File: src/rtl/alu_arbiter_if.sv
// Request, response and shared-ALU signal bundle for alu_arbiter.
// The slave modport is the arbiter's view; the master modport is the requester/ALU side.
interface alu_arbiter_if;
    logic [1:0]  req_valid_i;
    logic [1:0]  req_ready_o;
    logic [63:0] req_data1_i;
    logic [63:0] req_data2_i;
    logic [5:0]  req_ctrl_i;
    logic [1:0]  resp_valid_o;
    logic [1:0]  resp_ready_i;
    logic [31:0] resp_data_o;
    logic        resp_zero_o;
    logic [31:0] alu_data1_o;
    logic [31:0] alu_data2_o;
    logic [2:0]  alu_ctrl_o;
    logic [31:0] alu_data_i;

    modport slave (
        input  req_valid_i, req_data1_i, req_data2_i, req_ctrl_i, resp_ready_i, alu_data_i,
        output req_ready_o, resp_valid_o, resp_data_o, resp_zero_o,
               alu_data1_o, alu_data2_o, alu_ctrl_o
    );

    modport master (
        output req_valid_i, req_data1_i, req_data2_i, req_ctrl_i, resp_ready_i, alu_data_i,
        input  req_ready_o, resp_valid_o, resp_data_o, resp_zero_o,
               alu_data1_o, alu_data2_o, alu_ctrl_o
    );
endinterface

File: src/rtl/alu_arbiter.sv
// Two-requester arbiter in front of one shared multi-cycle ALU.
// ALU_ARBITER_RR_EN selects round-robin arbitration; otherwise requester 0 has fixed priority.
module alu_arbiter #(
    parameter int unsigned MUL_CYCLES = 3
) (
    input  logic         clk_i,
    input  logic         rst_n_i,
    alu_arbiter_if.slave bus,
    output logic         busy_o
);
    localparam logic [2:0] CTRL_MUL  = 3'b101;
    localparam bit         MUL_MULTI = (MUL_CYCLES > 1);
    localparam logic [3:0] MUL_LOAD  = MUL_MULTI ? 4'(MUL_CYCLES - 2) : 4'd0;

    typedef enum logic [1:0] {IDLE, EXEC, WAIT, RESP} state_t;

    state_t      state_q, state_d;
    logic [31:0] op1_q, op1_d;
    logic [31:0] op2_q, op2_d;
    logic [2:0]  ctrl_q, ctrl_d;
    logic        owner_q, owner_d;
    logic        last_q, last_d;
    logic [3:0]  cnt_q, cnt_d;
    logic [31:0] res_q, res_d;
    logic        zero_q, zero_d;
    logic [1:0]  grant;
    logic [1:0]  ready;

    logic [31:0] data1_arr [2];
    logic [31:0] data2_arr [2];
    logic [2:0]  ctrl_arr  [2];

    generate
        for (genvar gi = 0; gi < 2; gi++) begin : g_unpack
            assign data1_arr[gi] = bus.req_data1_i[32*gi +: 32];
            assign data2_arr[gi] = bus.req_data2_i[32*gi +: 32];
            assign ctrl_arr[gi]  = bus.req_ctrl_i[3*gi +: 3];
        end
    endgenerate

    // A single valid requester always wins; only contention consults the policy.
    always_comb begin
        grant = bus.req_valid_i;
        if (bus.req_valid_i == 2'b11) begin
`ifdef ALU_ARBITER_RR_EN
            grant = last_q ? 2'b01 : 2'b10;
`else
            grant = 2'b01;
`endif
        end
    end

    always_comb begin
        state_d = state_q;
        op1_d   = op1_q;
        op2_d   = op2_q;
        ctrl_d  = ctrl_q;
        owner_d = owner_q;
        last_d  = last_q;
        cnt_d   = cnt_q;
        res_d   = res_q;
        zero_d  = zero_q;
        ready   = 2'b00;
        case (state_q)
            IDLE: begin
                if (rst_n_i) begin
                    ready = grant;
                end
                if (grant != 2'b00) begin
                    op1_d   = data1_arr[grant[1]];
                    op2_d   = data2_arr[grant[1]];
                    ctrl_d  = ctrl_arr[grant[1]];
                    owner_d = grant[1];
                    last_d  = grant[1];
                    state_d = EXEC;
                end
            end
            EXEC: begin
                if (ctrl_q == CTRL_MUL && MUL_MULTI) begin
                    cnt_d   = MUL_LOAD;
                    state_d = WAIT;
                end else begin
                    res_d   = bus.alu_data_i;
                    zero_d  = (bus.alu_data_i == 32'd0);
                    state_d = RESP;
                end
            end
            WAIT: begin
                if (cnt_q == 4'd0) begin
                    res_d   = bus.alu_data_i;
                    zero_d  = (bus.alu_data_i == 32'd0);
                    state_d = RESP;
                end else begin
                    cnt_d = cnt_q - 4'd1;
                end
            end
            RESP: begin
                if (bus.resp_ready_i[owner_q]) begin
                    state_d = IDLE;
                end
            end
            default: state_d = IDLE;
        endcase
    end

    always_ff @(posedge clk_i or negedge rst_n_i) begin
        if (!rst_n_i) begin
            state_q <= IDLE;
            op1_q   <= 32'd0;
            op2_q   <= 32'd0;
            ctrl_q  <= 3'd0;
            owner_q <= 1'b0;
            last_q  <= 1'b1;
            cnt_q   <= 4'd0;
            res_q   <= 32'd0;
            zero_q  <= 1'b0;
        end else begin
            state_q <= state_d;
            op1_q   <= op1_d;
            op2_q   <= op2_d;
            ctrl_q  <= ctrl_d;
            owner_q <= owner_d;
            last_q  <= last_d;
            cnt_q   <= cnt_d;
            res_q   <= res_d;
            zero_q  <= zero_d;
        end
    end

    assign bus.req_ready_o  = ready;
    assign bus.resp_valid_o = (state_q == RESP) ? (owner_q ? 2'b10 : 2'b01) : 2'b00;
    assign bus.resp_data_o  = res_q;
    assign bus.resp_zero_o  = zero_q;
    assign bus.alu_data1_o  = op1_q;
    assign bus.alu_data2_o  = op2_q;
    assign bus.alu_ctrl_o   = ctrl_q;
    assign busy_o           = (state_q != IDLE);
endmodule
File: src/flat_wrapper.sv
// flat-port wrapper written by rule: the top's interface ports become plain ports
module alu_arbiter_flat 
#(
    parameter int unsigned MUL_CYCLES = 3
)
  (clk_i, rst_n_i, busy_o, bus_req_valid_i, bus_req_data1_i, bus_req_data2_i, bus_req_ctrl_i, bus_resp_ready_i, bus_alu_data_i, bus_req_ready_o, bus_resp_valid_o, bus_resp_data_o, bus_resp_zero_o, bus_alu_data1_o, bus_alu_data2_o, bus_alu_ctrl_o);
  alu_arbiter_if bus_i ();
  input  logic clk_i;
  input  logic rst_n_i;
  output logic busy_o;
  input wire logic [$bits(bus_i.req_valid_i)-1:0] bus_req_valid_i;
  input wire logic [$bits(bus_i.req_data1_i)-1:0] bus_req_data1_i;
  input wire logic [$bits(bus_i.req_data2_i)-1:0] bus_req_data2_i;
  input wire logic [$bits(bus_i.req_ctrl_i)-1:0] bus_req_ctrl_i;
  input wire logic [$bits(bus_i.resp_ready_i)-1:0] bus_resp_ready_i;
  input wire logic [$bits(bus_i.alu_data_i)-1:0] bus_alu_data_i;
  output wire logic [$bits(bus_i.req_ready_o)-1:0] bus_req_ready_o;
  output wire logic [$bits(bus_i.resp_valid_o)-1:0] bus_resp_valid_o;
  output wire logic [$bits(bus_i.resp_data_o)-1:0] bus_resp_data_o;
  output wire logic [$bits(bus_i.resp_zero_o)-1:0] bus_resp_zero_o;
  output wire logic [$bits(bus_i.alu_data1_o)-1:0] bus_alu_data1_o;
  output wire logic [$bits(bus_i.alu_data2_o)-1:0] bus_alu_data2_o;
  output wire logic [$bits(bus_i.alu_ctrl_o)-1:0] bus_alu_ctrl_o;
  assign bus_i.req_valid_i = bus_req_valid_i;
  assign bus_i.req_data1_i = bus_req_data1_i;
  assign bus_i.req_data2_i = bus_req_data2_i;
  assign bus_i.req_ctrl_i = bus_req_ctrl_i;
  assign bus_i.resp_ready_i = bus_resp_ready_i;
  assign bus_i.alu_data_i = bus_alu_data_i;
  assign bus_req_ready_o = bus_i.req_ready_o;
  assign bus_resp_valid_o = bus_i.resp_valid_o;
  assign bus_resp_data_o = bus_i.resp_data_o;
  assign bus_resp_zero_o = bus_i.resp_zero_o;
  assign bus_alu_data1_o = bus_i.alu_data1_o;
  assign bus_alu_data2_o = bus_i.alu_data2_o;
  assign bus_alu_ctrl_o = bus_i.alu_ctrl_o;
  alu_arbiter #(.MUL_CYCLES(MUL_CYCLES)) u_core (.clk_i(clk_i), .rst_n_i(rst_n_i), .bus(bus_i), .busy_o(busy_o));
endmodule
File: config.mk
export PLATFORM = sky130hd
export DESIGN_NAME = alu_arbiter_flat
export DESIGN_NICKNAME = d
export VERILOG_FILES = /design/src/rtl/alu_arbiter_if.sv /design/src/rtl/alu_arbiter.sv /design/src/flat_wrapper.sv
export SDC_FILE = /design/constraint.sdc
export NUM_CORES = 1
export LEC_CHECK = 0
export CAP_MARGIN = 10
export CORE_MARGIN = 2
export CORE_UTILIZATION = 24
export DETAILED_ROUTE_END_ITERATION = 16
export GPL_TIMING_DRIVEN = 0
export PLACE_DENSITY_LB_ADDON = 0.12
export SETUP_SLACK_MARGIN = 0.15
export SLEW_MARGIN = 10
export SYNTH_ARGS = -nofsm -noshare
export SYNTH_HDL_FRONTEND = slang
export SYNTH_SLANG_ARGS = --single-unit
File: constraint.sdc
create_clock -name clk_i -period 2 [get_ports clk_i]
set_input_delay 0.2 -clock clk_i [delete_from_list [all_inputs] [get_ports clk_i]]
set_output_delay 0.2 -clock clk_i [all_outputs]
set_load 0.005 [all_outputs]
==> results.md, run 1 <==
* Clock skew at around 0.0065 ns
* Reg2Reg Setup Slack at 0.06 ns
* Xor and xnor area share after synthesis at 0%
* Tmin final at 1.94 ns
* Row count at 52
* Starting density of the core at 24.6%
* Worst r2r src: u_core.cnt_q[0]
* Number of synthesized flops with an enable pin at 0
* CP endpoint: u_core.bus.resp_data_o[21]
* PwrDens at 1370 mW/mm²
* Antenna diodes at 0
* Fin nets at 913
* Post-route design area at 0.00873 mm²
* CP Class: reg2reg
* Post-DR wirelength/cell at 16.9 µm
* Critical Path Start Type: flip-flop
* Routability cong. at around 0.8
* Drt via density at about 4.3
* Critical path capture point type: flip-flop
* Pin count of the biggest net entering global routing at 63
* Post-route ant nets at 0
* Final hold slack at -0.159 ns
* Slew headroom at between 60% and 70%
* Share of cells above drive strength 1 at 13.4%
* Post-synth net total at 606
* Distinct cells, synth at 32
* Async S/R FF share, synth at 100%
* Post-CTS Hold Buffers at 3
* RSZ-0062 raised after global routing: true
* HPWL Detailed at 13,300 µm
* Filler instances at 1,950
* Most common cell after layout, fill and taps aside: clkdlybuf4s50_1
* Worst setup path start: u_core.cnt_q[0]
* Largest vdd supply drop at 0.000427 V
* Grt ovf at 0
* Worst Path Required at 2.23 ns
* Vias in the first global route at 4,648
* Die ar. at 0.0220 mm²
* Post-synthesis adder-cell area fraction at 1.75%
* Largest family of logic cells by synthesized area: multiplexers
* IO Pins at between 200 and 300
* Worst path slowest cell: or3b_4
* Global-route wire length before repair at 26,100 µm
* CP Data Arrival Time at around 2.2 ns
* Worst r2r path cells at 7
* Avg Inst Size Synth at around 12 µm²
* Post-Syn Area at ~0.005 mm²
* Max-Cap Viols at 0
* TritonCTS clock tree: done
* CTS max path bufs at 2
* Power, Total at between 10,000 and 15,000 µW
* First drt pass iteration count at 4
* Sink Count at 107
* # DRC at 0
* Synth Area in Compound Gates at under 10%
* Post-synthesis mux area share at 23.3%
* Die X at 148 µm
* Total wire length at ~17,000 µm
* Iteration-0 DRC count of the detailed router at 102
* All-Layer GR Usage at between 10% and 20%
* Period utilization at between 90 and 100%
* Commonest non-fill, non-tap cells in the layout: 270 x clkdlybuf4s50_1, 107 x dfrtp_1, 71 x o21ai_0
* Clock transition at path regs at ~0.07 ns
* CP cell instances: inv_2 -> ha_4 -> or3b_4 -> a22oi_4 -> buf_12 -> clkbuf_16 -> mux2_4
* Sequential fraction of the synthesis area at 53.6%
* Die Y at between 100 and 150 µm
* Status: complete, but fails checks
* Synth Flop Type: dfrtp_1
* CTS buffer count at 9
* DP Area at 0.00812 mm²
* Crit Path Max Fanout at 8
* Area grow syn2layout at 74.9%
* Worst path max stage delay at 0.40 ns
* Skew-Pair Late Insertion Delay at 0.35 ns
* FF-to-FF End: u_core.bus.resp_data_o[21]
* Simple-gate share of the synthesized area at between 8 and 9%
* Final Hold Vio Count at 60
* Worst-Margin Slew at 0.539 ns
* Initial antenna violation count at 0
* Synth warn at 0
* CTS Root Cell: clkbuf_16
* Via count at approximately 4,300
* Core area at 0.0203 mm²
* Max H-tree Level at 3
* Pins over their slew limit at 0
* Port buffer count at approximately 280
* Cells after Synth at 427
* Hold Crit Class: in2async
* Max Clk Rate at 515 MHz
* Synth Register Bits at 107
* Count of final setup violators at 0
* Failing checks: hold timing
* Leakage Power at approximately 0.0037 µW
-- worst min-delay path by stage --
stage                                          start                         end  slack, ns  cells after the start
after floorplan                              rst_n_i    u_core.bus.alu_ctrl_o[0]       -0.1                      0
after global placement    u_core.bus.alu_data2_o[27]  u_core.bus.alu_data2_o[27]       0.46                      2
after detailed placement                     rst_n_i  u_core.bus.resp_data_o[29]       0.17                      1
after CTS                                    rst_n_i  u_core.bus.resp_data_o[22]      -0.15                      2
after global routing                         rst_n_i  u_core.bus.resp_data_o[22]      -0.14                      2
final                                        rst_n_i  u_core.bus.resp_data_o[22]      -0.16                      2
-- report_power, final --
part | internal (µW) | total, µW | switching (µW)
Clock | 851 | 1670 | 815
Combinational | 4080 | 6470 | 2390
Sequential | 3220 | 3810 | 594
-- area by class of cell --
| class | count | area [µm²] | share of cell area [%] |
|---|---|---|---|
| plain buffers | 25 | 200 | 2.29 |
| clock inverters | 5 | 37.5 | 0.430 |
| well taps | 270 | 338 | 3.87 |
| repair buffers | 296 | 3040 | 34.8 |
| clock buffers | 11 | 233 | 2.66 |
| flip-flops and latches | 107 | 2680 | 30.7 |
| multi-input cells | 288 | 2180 | 25.0 |
| inverters | 7 | 26.3 | 0.301 |
-- state kept, by name (all words and copies together), names as in the netlist --
signal,flops
u_core.bus.alu_data1_o,32
u_core.cnt_q,4
u_core.bus.alu_ctrl_o,3
u_core.bus.resp_zero_o,1
u_core.owner_q,1
u_core.bus.alu_data2_o,32
u_core.bus.resp_data_o,32
u_core.state_q,2
-- cell usage after synthesis, types with 3 or more instances --
master | count | area [µm²]
a21oi_1 | 3 | 15.0
buf_12 | 3 | 60.1
o21ai_0 | 72 | 360
buf_2 | 5 | 25.0
inv_1 | 7 | 26.3
mux2_2 | 3 | 33.8
nor4_1 | 8 | 50.1
clkbuf_1 | 14 | 52.6
dfrtp_1 | 107 | 2680
ha_1 | 7 | 87.6
nor2_1 | 5 | 18.8
buf_4 | 3 | 22.5
nand2_1 | 70 | 263
mux2_4 | 30 | 450
mux2i_1 | 68 | 681
-- per-layer routing --
metal	GRT usage, %	routed length [µm]	vias up
met3	5.58	1660	13
li1	-	-	2105
met5	0	0	-
met4	4.14	191	0
met2	26.0	8150	199
met1	18.6	7030	2021
-- through the flow --
| stage | utilization [%] | setup WS [ns] | setup TNS [ns] | instances |
|---|---|---|---|---|
| CTS | 42.6 | 0.0114 | 0 | 1003 |
| detailed placement | 40.0 | -0.602 | -31.34 | 974 |
| global placement | 39.9 | -3.76 | -428.04 | 973 |
| finish | 43.0 | 0.0588 | 0 | 1009 |
| floorplan | - | 0.0910 | 0 | 427 |
| global route | 43.0 | 0.0117 | 0 | 1009 |
-- kinds of logic after synthesis --
family / Yosys count
flops: 107
mux: 101
simple gates: 98
compound gates: 82
buf+inv: 32
fa+ha+maj: 7
-- worst max-delay path: cells and delay by family (launching register included) --
family                     cells  cell delay (ns)
muxes                          1             0.29
adders and majority gates      1             0.12
and+or+nand+nor                1             0.40
buffers and inverters          3             0.43
DFF                            1             0.39
AOI/OAI and AO/OA              1             0.20
-- what timing repair did --
action	CTS	global route
resized for setup	35	10
gates cloned	1	2
hold endpoints to repair	47	60
pin swaps	3	2
setup buffers	9	4
endpoints found under the setup margin	105	87
Power figures use the tool's default switching activity.
==> run 2, diff against run 1 <==
--- a/config.mk
+++ b/config.mk
@@ -6,6 +6,7 @@
 export NUM_CORES = 1
 export LEC_CHECK = 0
 export CAP_MARGIN = 10
+export CORE_ASPECT_RATIO = 1.4
 export CORE_MARGIN = 2
 export CORE_UTILIZATION = 24
 export DETAILED_ROUTE_END_ITERATION = 16
==> run 2 against run 1 <==
The run still ends with hold timing left. Sequential power barely moved. Via count rose by 0.44%. Combinational power rose by 1%. First-iteration DRC count rose by 9.8%. Critical endpoint is now u_core.bus.resp_data_o[30]. Largest power group unchanged.
==> results.md, run 2 (synthesized netlist as in run 1, its figures left out) <==
* Status: complete, but fails checks
* Failing checks: hold timing
* Count of final setup violators at 0
* Max-Cap Viols at 0
* PwrDens at ~1400 mW/mm²
* Worst r2r path cells at 7
* IO Pins at 277
* Skew-Pair Late Insertion Delay at roughly 0.35 ns
* Core area at 0.0205 mm²
* CTS buffer count at 9
* TritonCTS clock tree: done
* Max Clk Rate at 507 MHz
* # DRC at 0
* Critical path capture point type: flip-flop
* Crit Path Max Fanout at 8
* Worst setup path start: u_core.cnt_q[1]
* All-Layer GR Usage at between 10% and 20%
* Port buffer count at 276
* Pins over their slew limit at 0
* Global-route wire length before repair at 25,100 µm
* Layout Cells excl Fill at between 900 and 1,000
* Max H-tree Level at 3
* Period utilization at 98.6%
* Antenna diodes at 0
* First drt pass iteration count at 4
* Vias in the first global route at 4,691
* CP endpoint: u_core.bus.resp_data_o[30]
* Drt via density at 4.38
* Worst-Margin Slew at 0.512 ns
* Area grow syn2layout at 75.8%
* Post-Place Cells at 960
* RSZ-0062 raised after global routing: true
* Final core utilization at between 40% and 50%
* CP Class: reg2reg
* Die X at 126 µm
* Tmin final at roughly 2 ns
* CP Data Arrival Time at 2.20 ns
* Hold Crit Class: in2async
* Clock transition at path regs at 0.07 ns
* CTS Root Cell: clkbuf_16
* HPWL Detailed at roughly 12,000 µm
* Iteration-0 DRC count of the detailed router at roughly 110
* Slew headroom at 65.9%
* Commonest non-fill, non-tap cells in the layout: 269 x clkdlybuf4s50_1, 107 x dfrtp_1, 71 x o21ai_0
* Row count at between 60 and 70
* Final hold slack at -0.116 ns
* Starting density of the core at 24.4%
* Pre-CTS setup slack at -0.602 ns
* Sink Count at ~110
* Die Y at 175 µm
* FF-to-FF End: u_core.bus.resp_data_o[30]
* Die ar. at 0.0220 mm²
* Worst Path Required at about 2.2 ns
* Setup ws final at 0.0281 ns
* Post-route ant nets at 0
* Post-DR wirelength/cell at roughly 16 µm
* Initial antenna violation count at 0
* Leakage Power at between 0.003 and 0.004 µW
* Pin count of the biggest net entering global routing at 70
* Most common cell after layout, fill and taps aside: clkdlybuf4s50_1
* Grt ovf at 0
* Total wire length at 16,300 µm
* CTS max path bufs at 2
* Worst r2r src: u_core.cnt_q[1]
* Via count at 4,357
* Reg2Reg Setup Slack at ~0.028 ns
* Clock skew at 0.00919 ns
* Largest vdd supply drop at 0.000493 V
* Final Hold Vio Count at 67
* Fin nets at 913
* Critical Path Start Type: flip-flop
* Share of cells above drive strength 1 at 13.6%
* Routability cong. at 0.745
## run 2: how the worst min path moves through the flow
| stage | from | end |
|---|---|---|
| 5_1_grt | rst_n_i | u_core.bus.resp_data_o[27] |
| 2_1_floorplan | rst_n_i | u_core.bus.alu_ctrl_o[0] |
| 6_report | rst_n_i | u_core.bus.resp_data_o[27] |
| 3_5_place_dp | rst_n_i | u_core.bus.resp_data_o[29] |
| 3_3_place_gp | u_core.bus.alu_data1_o[10] | u_core.bus.alu_data1_o[10] |
| 4_1_cts | rst_n_i | u_core.bus.resp_data_o[26] |
## run 2: critical path: stages (launching register included)
cell and delay [ns]:
dfrtp_1 0.39, inv_2 0.09, ha_4 0.12, or3b_4 0.40, a22oi_4 0.20, buf_12 0.18
clkbuf_16 0.16, mux2_4 0.29
## run 2: final cells by class
class	instances	area (µm²)
Inverter	7	26.3
Clock buffer	11	233
Fill cell	2049	11700
Timing Repair Buffer	296	3050
Clock inverter	4	76.3
Sequential cell	107	2680
Multi-Input combinational cell	288	2200
Tap cell	256	320
Buffer	25	205
## run 2: power by group
part           internal [µW]  leakage (µW)  switching, µW
combinational           4120       0.00230           2440
sequential              3220       0.00131            574
clock                   1100      0.000146            807
## run 2: per-layer routing
metal | track usage (%) | vias to the layer above | wire length [µm]
met4 | 4.99 | 0 | 275
met3 | 4.68 | 14 | 1300
met1 | 16.0 | 2050 | 6220
li1 | - | 2111 | -
met2 | 25.9 | 182 | 8520
met5 | 0 | - | 0
## run 2: through the flow
step	hold WS [ns]	cell area, µm²	power, µW	TNS (ns)
after detailed placement	0.150	8110	9670	-35.82
final	-0.116	8780	12300	0
after global placement	0.464	8080	9560	-437.48
after global routing	-0.0961	8780	13100	-0.163
after CTS	-0.241	8610	12100	0
after floorplan	-0.0956	4990	6480	0
## run 2: timing repair
| action | 4_1_cts | 5_1_grt |
|---|---|---|
| resized for setup | 35 | 14 |
| setup endpoints to repair | 108 | 97 |
| endpoints found under the hold margin | 40 | 40 |
| gates cloned | 1 | 2 |
| pin swaps | 3 | 5 |
| buffers inserted | 11 | 2 |
==> run 3, diff against run 2 <==
--- a/config.mk
+++ b/config.mk
@@ -13,7 +13,7 @@
 export GPL_TIMING_DRIVEN = 0
 export PLACE_DENSITY_LB_ADDON = 0.12
 export SETUP_SLACK_MARGIN = 0.15
-export SLEW_MARGIN = 10
+export SLEW_MARGIN = 40
 export SYNTH_ARGS = -nofsm -noshare
 export SYNTH_HDL_FRONTEND = slang
 export SYNTH_SLANG_ARGS = --single-unit
==> run 3 against run 2 <==
First-iteration DRC count up 7.1%. Largest power group unchanged. Sequential share of layout area about the same. The run still ends with hold timing left. Clock skew about the same. Sequential power about the same. Non-clock buffer count unchanged. Critical endpoint unchanged.
==> results.md, run 3 (synthesized netlist as in run 1, its figures left out) <==
* Clock transition at path regs at 0.07 ns
* Grt ovf at 0
* IO Pins at approximately 280
* Top Family by Delay on Critical Path: buffers and inverters
* Final Hold Vio Count at 67
* Reg2Reg Setup Slack at around 0.027 ns
* Starting density of the core at 24.4%
* Antenna diodes at 0
* CTS buffer count at 9
* Worst path max stage delay at 0.40 ns
* Count of final setup violators at 0
* Global-route wire length before repair at 25,100 µm
* CP Depth at 7
* CP Class: reg2reg
* Pins over their slew limit at 0
* Critical path capture point type: flip-flop
* Failing checks: hold timing
* Via count at ~4,400
* Core area at approximately 0.02 mm²
* Sequential share of power at 30.9%
* CP Data Arrival Time at between 2 and 2.5 ns
* Sw Pwr at about 3800 µW
* Worst r2r path cells at 7
* P_int at 8440 µW
* Iteration-0 DRC count of the detailed router at 120
* Area grow syn2layout at 75.8%
* Crit Path Max Fanout at 8
* Status: complete, but fails checks
* HPWL Detailed at 12,500 µm
* Post-DR wirelength/cell at 16.4 µm
* # DRC at 0
* PwrDens at 1400 mW/mm²
* All-Layer GR Usage at 14.5%
* Pin count of the biggest net entering global routing at 70
* Critical Path Start Type: flip-flop
* Most common cell after layout, fill and taps aside: clkdlybuf4s50_1
* Share of cells above drive strength 1 at between 10% and 20%
* Die ar. at between 0.02 and 0.025 mm²
* Die Y at ~170 µm
* Worst path slowest cell: or3b_4
* Skew-Pair Late Insertion Delay at about 0.35 ns
* Max-Cap Viols at 0
* Sink Count at 107
* Leakage Power at 0.00376 µW
* Clock share of power at between 15 and 20%
* Commonest non-fill, non-tap cells in the layout: 269 x clkdlybuf4s50_1, 107 x dfrtp_1, 71 x o21ai_0
* Port buffer count at around 280
* Worst-Margin Slew at 0.512 ns
* Pre-CTS setup slack at -0.602 ns
* Period utilization at between 90 and 100%
* Routability cong. at 0.745
* Max Clk Rate at 507 MHz
* First drt pass iteration count at 4
* Max H-tree Level at 3
* RSZ-0062 raised after global routing: true
* Fin nets at 913
* Row count at 62
* Post-route ant nets at 0
* CTS max path bufs at 2
* FF-to-FF End: u_core.bus.resp_data_o[30]
* Tmin final at 1.97 ns
* Sw Share at 31.2%
* Worst r2r src: u_core.cnt_q[1]
* Clock skew at 0.00918 ns
* CTS Root Cell: clkbuf_16
* Slew headroom at 65.9%
* Worst Path Required at 2.23 ns
* Total wire length at 16,300 µm
* Final hold slack at -0.155 ns
* Hold Crit Class: in2async
* Die X at 126 µm
* Vias in the first global route at roughly 4,700
* Setup TNS at 0 ns
* Initial antenna violation count at 0
* Buf+Inv Stages, Crit Path at 3
* Largest vdd supply drop at 0.000493 V
* Setup ws final at 0.0267 ns
* CP cell instances: inv_2 -> ha_4 -> or3b_4 -> a22oi_4 -> buf_12 -> clkbuf_16 -> mux2_4
* Combinational share of power at 53.5%
* TritonCTS clock tree: done
* Drt via density at 4.39
[run 3: worst max-delay path by stage]
stage	startpoint	end
final	u_core.cnt_q[1]	u_core.bus.resp_data_o[30]
after global routing	u_core.cnt_q[1]	u_core.bus.resp_data_o[30]
after floorplan	u_core.cnt_q[0]	u_core.bus.resp_data_o[10]
after CTS	bus_req_valid_i[1]	bus_req_ready_o[1]
after global placement	rst_n_i	bus_req_ready_o[0]
after detailed placement	bus_req_valid_i[1]	bus_req_ready_o[1]
[run 3: cell type report]
| class | instances | area, µm² |
|---|---|---|
| Timing Repair Buffer | 296 | 3050 |
| Fill cell | 2049 | 11700 |
| Clock buffer | 11 | 233 |
| Inverter | 7 | 26.3 |
| Multi-Input combinational cell | 288 | 2200 |
| Tap cell | 256 | 320 |
| Clock inverter | 4 | 76.3 |
| Sequential cell | 107 | 2680 |
| Buffer | 25 | 205 |
[run 3: stage by stage]
step                hold WS [ns]  cells  util (%)  area (µm²)  power (µW)
global route              -0.133    994      42.9        8780       13100
global placement           0.464    959      39.4        8080        9560
floorplan                -0.0956    427         -        4990        6480
detailed placement         0.112    960      39.6        8110        9670
CTS                       -0.277    987      42.1        8620       12100
finish                    -0.155    994      42.9        8780       12300
[run 3: power groups by stage]
| stage | sequential [µW] | combinational, µW | clock [µW] |
|---|---|---|---|
| 2_1_floorplan | 3870 | 2620 | 0 |
| 3_3_place_gp | 3790 | 5770 | 0 |
| 3_5_place_dp | 3830 | 5840 | 0 |
| 4_1_cts | 3800 | 6330 | 1990 |
| 5_1_grt | 3930 | 7110 | 2070 |
| 6_report | 3790 | 6560 | 1900 |
[run 3: metal layers]
layer / routed length, µm / vias to the layer above / global-route usage, %
met3: 1310 / 14 / 4.68
li1: - / 2111 / -
met2: 8530 / 185 / 25.9
met5: 0 / - / 0
met1: 6210 / 2055 / 16.0
met4: 275 / 0 / 4.99
[run 3: repair_timing]
action,4_1_cts,5_1_grt
pin swaps,3,5
hold endpoints to repair,40,40
gates resized for setup,35,13
buffers inserted,11,2
endpoints found under the setup margin,108,97
cloned,1,2
==> variant (flow settings as in run 1) <==
Add a define of `ALU_ARBITER_RR_EN`.
--- a/src/rtl/alu_arbiter.sv
+++ b/src/rtl/alu_arbiter.sv
@@ -1,4 +1,6 @@
 // Two-requester arbiter in front of one shared multi-cycle ALU.
 // ALU_ARBITER_RR_EN selects round-robin arbitration; otherwise requester 0 has fixed priority.
+`define ALU_ARBITER_RR_EN
+
 module alu_arbiter #(
     parameter int unsigned MUL_CYCLES = 3
Function: changed (Yosys sat finds a counterexample within 4 cycles, from zero or initial values and one cycle with rst_n_i low).
==> variant against run 1 <==
The flow still finishes with violations (hold timing); fmax increased by 7.0%; combinational power is 6.6% higher; synthesized cell count is 0.70% higher; via count grew 1.5%; worst hold slack got worse by 0.0094 ns; sequential cell count up 1; worst setup slack gained 0.13 ns; synthesized area rose by 0.35%; global-route usage shrank 0.36 points; power is 5.0% higher; cell area is 0.27% higher; clock skew up 0.0050 ns; routed wire length fell by 1.2%; critical path type unchanged.
==> variant: results (changes against run 1) <==
metric	value	unit	change
outcome	finished with violations		
failing checks	hold timing		
Worst path max stage delay	0.42	ns	+0.02 ns
CTS H-tree depth	3		unchanged
initial antenna violation count	0		unchanged
Post-DP HPWL	12840	µm	-3.7%
Reg-to-Reg Start	u_core.cnt_q[0]		
# diodes	0		unchanged
largest net degree at the start of global routing	81		+29%
slowest cell on the critical path	dfrtp_1		
multiplexer share of the synthesized area	22.50	%	-0.83 points
Total Routing Usage GR	15.04	%	-0.36 points
Reg2Reg Setup Slack	0.19	ns	+0.13 ns
post-cts sizing count	28		-20%
GRT met1 Usage	17.29	%	-1.3 points
Fin. Hold Viols	77		+28%
IR Drop Worst-Case VDD	0.4933	mV	+16%
CP delay by family, top	flip-flops		
critical path arrival	2.04	ns	-0.13 ns
Final Wtd Congestion	0.7928		+1.3%
post-layout net count	917		+0.44%
vias per std cell	4.341		+0.97%
met2 Usage GRT	27.31	%	+1.3 points
layout cell share with drive strength beyond 1	13.17	%	-0.22 points
Worst Tran Pin Value	0.4470	ns	-0.09207 ns
WHS	-0.1685	ns	-0.009395 ns
Worst Setup EP	u_core.bus.resp_data_o[29]		
routing usage on met3	4.601	%	-0.98 points
Synth Area in Compound Gates	9.738	%	+0.92 points
first-pass GRT wire length	25630	µm	-1.7%
placed insts	977		+0.31%
register area share after synthesis	53.96	%	+0.34 points
routed wl met3	1028	µm	-38%
Synth Net Count	608		+0.33%
Max Clk Rate	551.0	MHz	+7.0%
vias in the first global route	4664		+0.34%
number of setup buffers added after CTS	8		-1
top post-synthesis cells by count	dfrtp_1, nand2_1, mux2i_1		
Mapped Cells	430		+0.70%
met2 wire length	8862	µm	+8.7%
Synthesis Warnings	0		unchanged
Root Buffer Master	clkbuf_16		
Layout Skew	0.01150	ns	+0.005008 ns
Leakage	0.003757	µW	+0.62%
Synth area leaders	dfrtp_1, mux2i_1, o21ai_0		
Synth cell types	38		+19%
Clock Pin Slew Worst Setup and Hold Paths	0.08	ns	
Finished Layout Cells	1014		+0.50%
DRT iter0 DRCs	118		+16%
placed cell area	8140	µm²	+0.22%
worst slack, placed	-0.4808	ns	+0.1207 ns
Hold Crit Class	in -> async		
Routed WL	16830	µm	-1.2%
met1 WL	6707	µm	-4.6%
Adder-Cell Fraction of Synth Area	1.498	%	-0.26 points
-- variant: cell types whose count changed after synthesis, moves of 3 or more --
cell	run 1	this run
mux2_4	30	20
o21ai_0	72	63
mux2_1	0	8
o21ai_1	2	8
buf_6	0	5
buf_12	3	0
nor2_1	5	2
-- variant: area by class of cell --
type | instances | area (µm²)
plain buffers | 26 | 210.2
clock buffers | 9 | 225.2
clock inverters | 7 | 65.06
fillers | 1935 | 11610
inverters | 9 | 33.78
multi-input cells | 287 | 2168
flip-flops and latches | 108 | 2704
well taps | 270 | 337.8
repair buffers | 298 | 3013
-- variant: report_power, final --
part | switching [µW] | total [µW] | internal, µW | leakage, µW
clock | 905 | 1780 | 879 | 0.000140
combinational | 2680 | 6900 | 4220 | 0.00230
sequential | 598 | 3870 | 3270 | 0.00132
total | 4180 | 12600 | 8370 | 0.00376
